File: src/rtl/controle_cifra.sv
// Round-sequencing controller for an iterated 128-bit block cipher.
// It holds the running state, steps an external round unit and hands the ciphertext off.
module controle_cifra #(
  parameter int NUM_RODADAS = 10
) (
  input  logic         clk,
  input  logic         rst,
  input  logic         entrada_valida,
  output logic         entrada_pronta,
  input  logic [127:0] bloco_entrada,
  input  logic [127:0] chave_inicial,
  input  logic         abortar,
  output logic [3:0]   rodada_atual,
  output logic         ultima_rodada,
  output logic [127:0] bloco_rodada,
  input  logic [127:0] saida_rodada,
  output logic         saida_valida,
  input  logic         saida_pronta,
  output logic [127:0] bloco_saida,
  output logic         ocupado,
  output logic [15:0]  blocos_cifrados
);

  typedef enum logic [1:0] {OCIOSO, RODADA, FIM} fsm_t;

  localparam logic [3:0] ULTIMA = 4'(NUM_RODADAS);

  fsm_t         fsm, fsm_next;
  logic [127:0] estado;
  logic [3:0]   rodada;
  logic [15:0]  contador;

  // Datapath updates follow the current state; the abort checks keep them in step with fsm_next.
  always_ff @(posedge clk) begin
    if (rst) begin
      fsm      <= OCIOSO;
      estado   <= '0;
      rodada   <= '0;
      contador <= '0;
    end else begin
      fsm <= fsm_next;
      case (fsm)
        OCIOSO: begin
          if (entrada_valida) begin
            estado <= bloco_entrada ^ chave_inicial;
            rodada <= 4'd1;
          end
        end
        RODADA: begin
          if (!abortar) begin
            estado <= saida_rodada;
            if (rodada != ULTIMA)
              rodada <= rodada + 4'd1;
          end
        end
        FIM: begin
          if (saida_pronta && !abortar)
            contador <= contador + 16'd1;
        end
        default: ;
      endcase
    end
  end

  always_comb begin
    fsm_next = fsm;
    case (fsm)
      OCIOSO: if (entrada_valida) fsm_next = RODADA;
      RODADA: begin
        if (abortar)
          fsm_next = OCIOSO;
        else if (rodada == ULTIMA)
          fsm_next = FIM;
      end
      FIM: if (abortar || saida_pronta) fsm_next = OCIOSO;
      default: fsm_next = OCIOSO;
    endcase
  end

  always_comb begin
    entrada_pronta = (fsm == OCIOSO);
    ocupado        = (fsm != OCIOSO);
    rodada_atual   = (fsm == RODADA) ? rodada : 4'd0;
    ultima_rodada  = (fsm == RODADA) && (rodada == ULTIMA);
    saida_valida   = (fsm == FIM);
    bloco_saida    = (fsm == FIM) ? estado : '0;
  end

  assign bloco_rodada    = estado;
  assign blocos_cifrados = contador;

endmodule

File: config.mk
export PLATFORM = sky130hd
export DESIGN_NAME = controle_cifra
export DESIGN_NICKNAME = d
export VERILOG_FILES = /design/src/rtl/controle_cifra.sv
export SDC_FILE = /design/constraint.sdc
export NUM_CORES = 1
export LEC_CHECK = 0
export ABC_AREA = 1
export CAP_MARGIN = 20
export CORE_AREA = 2 2 258 260
export DETAILED_ROUTE_END_ITERATION = 8
export DIE_AREA = 0 0 260 262
export DONT_BUFFER_PORTS = 1
export REMOVE_ABC_BUFFERS = 1
export SLEW_MARGIN = 20
export SYNTH_ARGS = -nofsm -noshare
export SYNTH_HDL_FRONTEND = slang
export SYNTH_SLANG_ARGS = --single-unit
File: constraint.sdc
create_clock -name clk -period 1.44 [get_ports clk]
set_input_delay 0.072 -clock clk [delete_from_list [all_inputs] [get_ports clk]]
set_output_delay 0.072 -clock clk [all_outputs]
set_load 0.01 [all_outputs]
# Yosys cells after proc, flatten, opt, wreduce, memory -nomap -nowiden
# Cells that the tools add are included.
# totals
reg_bits	150
in_bits	389
output_inout_bits	280
# op_classes
n_addsub	2
eq_ne	9
mux	14
bitwise	1
reduce_logical	11
# ops
op	n
2-to-1 mux 128 bit	3
one-hot mux 128 bit (2 select lines)	1
bitwise XOR 128 bit	1
adder 16 x 1 -> 16 bit (second input constant)	1
2-to-1 mux 4 bit	4
2-to-1 mux 2 bit	4
one-hot mux 4 bit (2 select lines)	1
!= test 2 bit (second input constant)	3
one-hot mux 2 bit (3 select lines)	1
AND reduction 3 bit	2
adder 4 x 1 -> 4 bit (second input constant)	1
equality test 4 bit (second input constant)	1
!= test 4 bit (second input constant)	1
AND reduction 4 bit	1
nonzero test 2 bit	2
!= test 3 bit (second input constant)	1
equality test 2 x 1 -> 1 bit (second input constant)	1
equality test 2 bit (second input constant)	1
logical AND 1 bit	2
logical NOT 2 bit	1
!= test 2 x 1 -> 1 bit (second input constant)	1
AND reduction 2 bit	1
logical NOT 1 bit	1
logical OR 1 bit	1

# Depth between registers and ports, before layout
# logic_depth
word_depth	4
depth_mapped	9

# Worst setup path after synthesis
# Ideal clock, no wire load.
# synth_timing
kind	register to register
from	register fsm[1]
to	register estado[38], in the netlist bloco_rodada[38]
setup_time_ns	0.126
arrival_time_ns	1.254
slack_ns	0.061
stages_incl_launch_ff	7
path_buffers	2
cell_sequence	dfxtp_1 nor2_1 nand2_1 nand2_2 buf_2 buf_2 a31oi_1
# synth_between
elab_chain_cells	3
# synth_rtl
item	line_no	source
from (decl)	28	fsm_t fsm, fsm_next;
from (signal assigned)	41	fsm <= fsm_next;
logical NOT 2 bit (*)	--	
named net entrada_pronta	9	output logic entrada_pronta,
!= test 2 bit (no line) / nonzero test 2 bit (equally long branches)	--	
AND reduction 3 bit (no line)	--	
to (signal assigned)	45	estado <= bloco_entrada ^ chave_inicial;
to (signal assigned)	51	estado <= saida_rodada;
to (decl)	29	logic [127:0] estado;
# Mark *: on every way through the listed nets, which the timed path passes. The rest lies on a longest branch.
# A chain may end at the register's enable or synchronous reset.

# Worst setup path after layout
# layout_timing
from	register fsm[1]
to	output bloco_saida[38]
# layout_between
elab_chain_cells	2
# layout_rtl
item	line_no	source
equality test 2 bit	86	bloco_saida = (fsm == FIM) ? estado : '0;
2-to-1 mux 128 bit	86	
to (decl)	19	output logic [127:0] bloco_saida,
# No other way between the ends.

==> impl_metrics.env <==
export IMPL_combPwrFrac=0.318
export IMPL_clkPwrFrac=0.310
export IMPL_end_kind="primary output"
export IMPL_tightest_slew_ns=0.480
export IMPL_area_growth_pct=112
export IMPL_p_leak_nw=6.15
export IMPL_seq_power_share=0.372
export IMPL_intPower_mw=9.03
export IMPL_hold_path_class="in -> reg"
export IMPL_die_height_um=262
export IMPL_grt_total_usage=0.138
export IMPL_netlist_top_cells_area="dfxtp_1, o21ai_0, a31oi_1"
export IMPL_design_die_area_mm2=0.0681
export IMPL_seq_area_frac_synth=0.363
export IMPL_initial_utilization=0.127
export IMPL_grt_pass1_wl_mm=69.7
export IMPL_num_vias=12400
export IMPL_yosys_area_top_type_share=0.363
export IMPL_hold_ws_ns=0.303
export IMPL_p_switching_mw=5.19
export IMPL_grt_overflow_total=0
export IMPL_fin_ws_ns=-0.318
export IMPL_max_freq_mhz=569
export IMPL_final_cells=2662
export IMPL_drtIter0Drc=1179
export IMPL_maxSlewViolCount=0
export IMPL_regToRegSetupSlack_ns=-0.26
export IMPL_post_drt_via_cell_ratio=4.66
export IMPL_grt_max_degree=75
export IMPL_wl_per_cell_um=20.9
export IMPL_nets=2172
export IMPL_required_ns=1.37
export IMPL_relSlewSlack=0.679
export IMPL_ir_worst_vdd_uv=746
export IMPL_ys_seq_elements=150
export IMPL_drt_pass1_iterations=6
export IMPL_async_flop_share=0
export IMPL_tns_ns=-41.16
export IMPL_coreArea_mm2=0.0653
export IMPL_clockBufferDepth=2
export IMPL_finalHoldViolCount=0
export IMPL_cts_tree="done"
export IMPL_cp_arrival_ns=1.69
export IMPL_ys_warn_count=0
export IMPL_dp_cells=2169
export IMPL_period_needed_ns=1.76
export IMPL_finalWeightedCongestion=0.930
export IMPL_die_width_um=260
export IMPL_rsz0062_at_grt="true"
export IMPL_violations="setup timing"
export IMPL_powerDensity_mw_per_mm2=811
export IMPL_grt_pass1_vias=11600
export IMPL_layout_drive_gt1_share=0.271
export IMPL_avgSynthCellArea_um2=6.44
export IMPL_critPathMaxFanout=8
export IMPL_clock_skew_ns=0.0113
export IMPL_synth_cells=1286
export IMPL_design_area_mm2=0.0175
export IMPL_mostFrequentLayoutCells="dlygate4sd3_1, o21ai_1, inv_1, dfxtp_1, nand2_1"
export IMPL_netlist_area_mm2=0.00828
export IMPL_numCtsBuffers=17
export IMPL_critPathLaunchType="flop"
export IMPL_cts_clk_slew_worst_paths_ns=0.07
export IMPL_synth_cell_types=28
export IMPL_period_share=1.22
export IMPL_final_common_cell="dlygate4sd3_1"
export IMPL_worstSetupPathType="reg -> out"
export IMPL_ioPinCount=669
export IMPL_clk_insertion_delay_late_ns=0.48
export IMPL_h_tree_depth=4
export IMPL_setup_viol=267
export IMPL_rows=94
export IMPL_synth_flop_cell="dfxtp_1"
export IMPL_outcome="complete, but fails checks"
export IMPL_yosysTopAreaCell="dfxtp_1"
export IMPL_cts_sinks=150
export IMPL_ant_nets=0
export IMPL_sw_frac_of_total=0.365
export IMPL_placedInstanceArea_mm2=0.00992
export IMPL_synth_edf_count=0
export IMPL_io_buffers=0
export IMPL_hpwl_mm=29.3
export IMPL_maxCapViolations=0
export IMPL_antenna_found_initial=7
export IMPL_drc_errors=0
export IMPL_wirelength_mm=55.6
export IMPL_root_buffer="clkbuf_16"
-- cell type report --
type | instances | area (um^2)
Inverter | 157 | 601
Tap cell | 864 | 1080
Clock buffer | 19 | 443
Sequential cell | 150 | 3010
Multi-Input combinational cell | 894 | 5910
Antenna cell | 5 | 12.5
Timing Repair Buffer | 560 | 6370
Clock inverter | 13 | 96.3
Fill cell | 6651 | 47700
-- cells by family after synthesis --
| logic type | count (synthesis) | synth area share |
|---|---|---|
| AOI/OAI and AO/OA | 539 | 0.345 |
| xor gates and xnor gates | 2 | 0.00212 |
| adders and majority gates | 3 | 0.00453 |
| buffers and inverters | 242 | 0.120 |
| DFF | 150 | 0.363 |
| and+or+nand+nor | 350 | 0.166 |
-- per-stage QoR --
| stage | power [mW] | util | setup slack (ns) |
|---|---|---|---|
| 2_1_floorplan | 6.46 | - | -5.08 |
| 3_3_place_gp | 7.36 | 0.152 | -0.156 |
| 3_5_place_dp | 7.38 | 0.152 | -0.170 |
| 4_1_cts | 13.5 | 0.246 | -0.357 |
| 5_1_grt | 14.9 | 0.268 | -0.418 |
| 6_report | 14.2 | 0.269 | -0.318 |
-- critical path, cell delays in order (launching register included) --
cell and delay [ns]:
dfxtp_4 0.37, buf_6 0.10, nand2_4 0.06, buf_12 0.16
buf_16 0.17, nor2_1 0.17, buf_4 0.16
-- routing by layer --
layer  GRT usage  part of all wire  vias up
met4      0.0773             0.058        4
met2       0.228              0.46     1010
li1            -                 -     5409
met1       0.153              0.37     5707
met3      0.0507              0.11      274
met5           0           0.00045        -
-- sequential cells by signal, summed over array words and instances, names as in the netlist --
signal	flops
blocos_cifrados	16
rodada	4
fsm	2
bloco_rodada	128
-- power groups by stage --
stage	clock network, mW	logic [mW]	registers [mW]
6_report	4.41	4.52	5.28
5_1_grt	4.74	4.79	5.33
4_1_cts	4.62	3.64	5.25
3_5_place_dp	0	2.04	5.34
3_3_place_gp	0	2.01	5.35
2_1_floorplan	0	1.33	5.13
-- path summary, 6_finish.rpt --
check	from	to	depth (start not counted)
worst min register to register	rodada[3]	rodada[3]	2
worst max-delay path	fsm[1]	bloco_saida[38]	6
worst min-delay path	saida_rodada[12]	bloco_rodada[12]	3
worst max register to register	fsm[0]	bloco_rodada[72]	10
-- synthesized netlist by cell type (3+ instances only) --
| cell type | count |
|---|---|
| o21ai_0 | 197 |
| nand2_1 | 166 |
| nor2_1 | 159 |
| inv_1 | 155 |
| dfxtp_1 | 150 |
| a21oi_1 | 143 |
| a31oi_1 | 128 |
| o21ai_1 | 71 |
| clkbuf_1 | 44 |
| buf_2 | 24 |
| buf_4 | 13 |
| nand3_1 | 12 |
| buf_1 | 3 |
| ha_1 | 3 |
| nand4_1 | 3 |
-- repair_timing --
item / in CTS / in global routing
gates resized for setup: 299 / 340
buffers inserted: 26 / 16
endpoints found under the setup margin: 259 / 283
pin swaps: 16 / 81
gates cloned: 16 / 16
hold endpoints to repair: 149 / 1
hold buffers: 388 / 1
(Power assumes the default switching activity.)
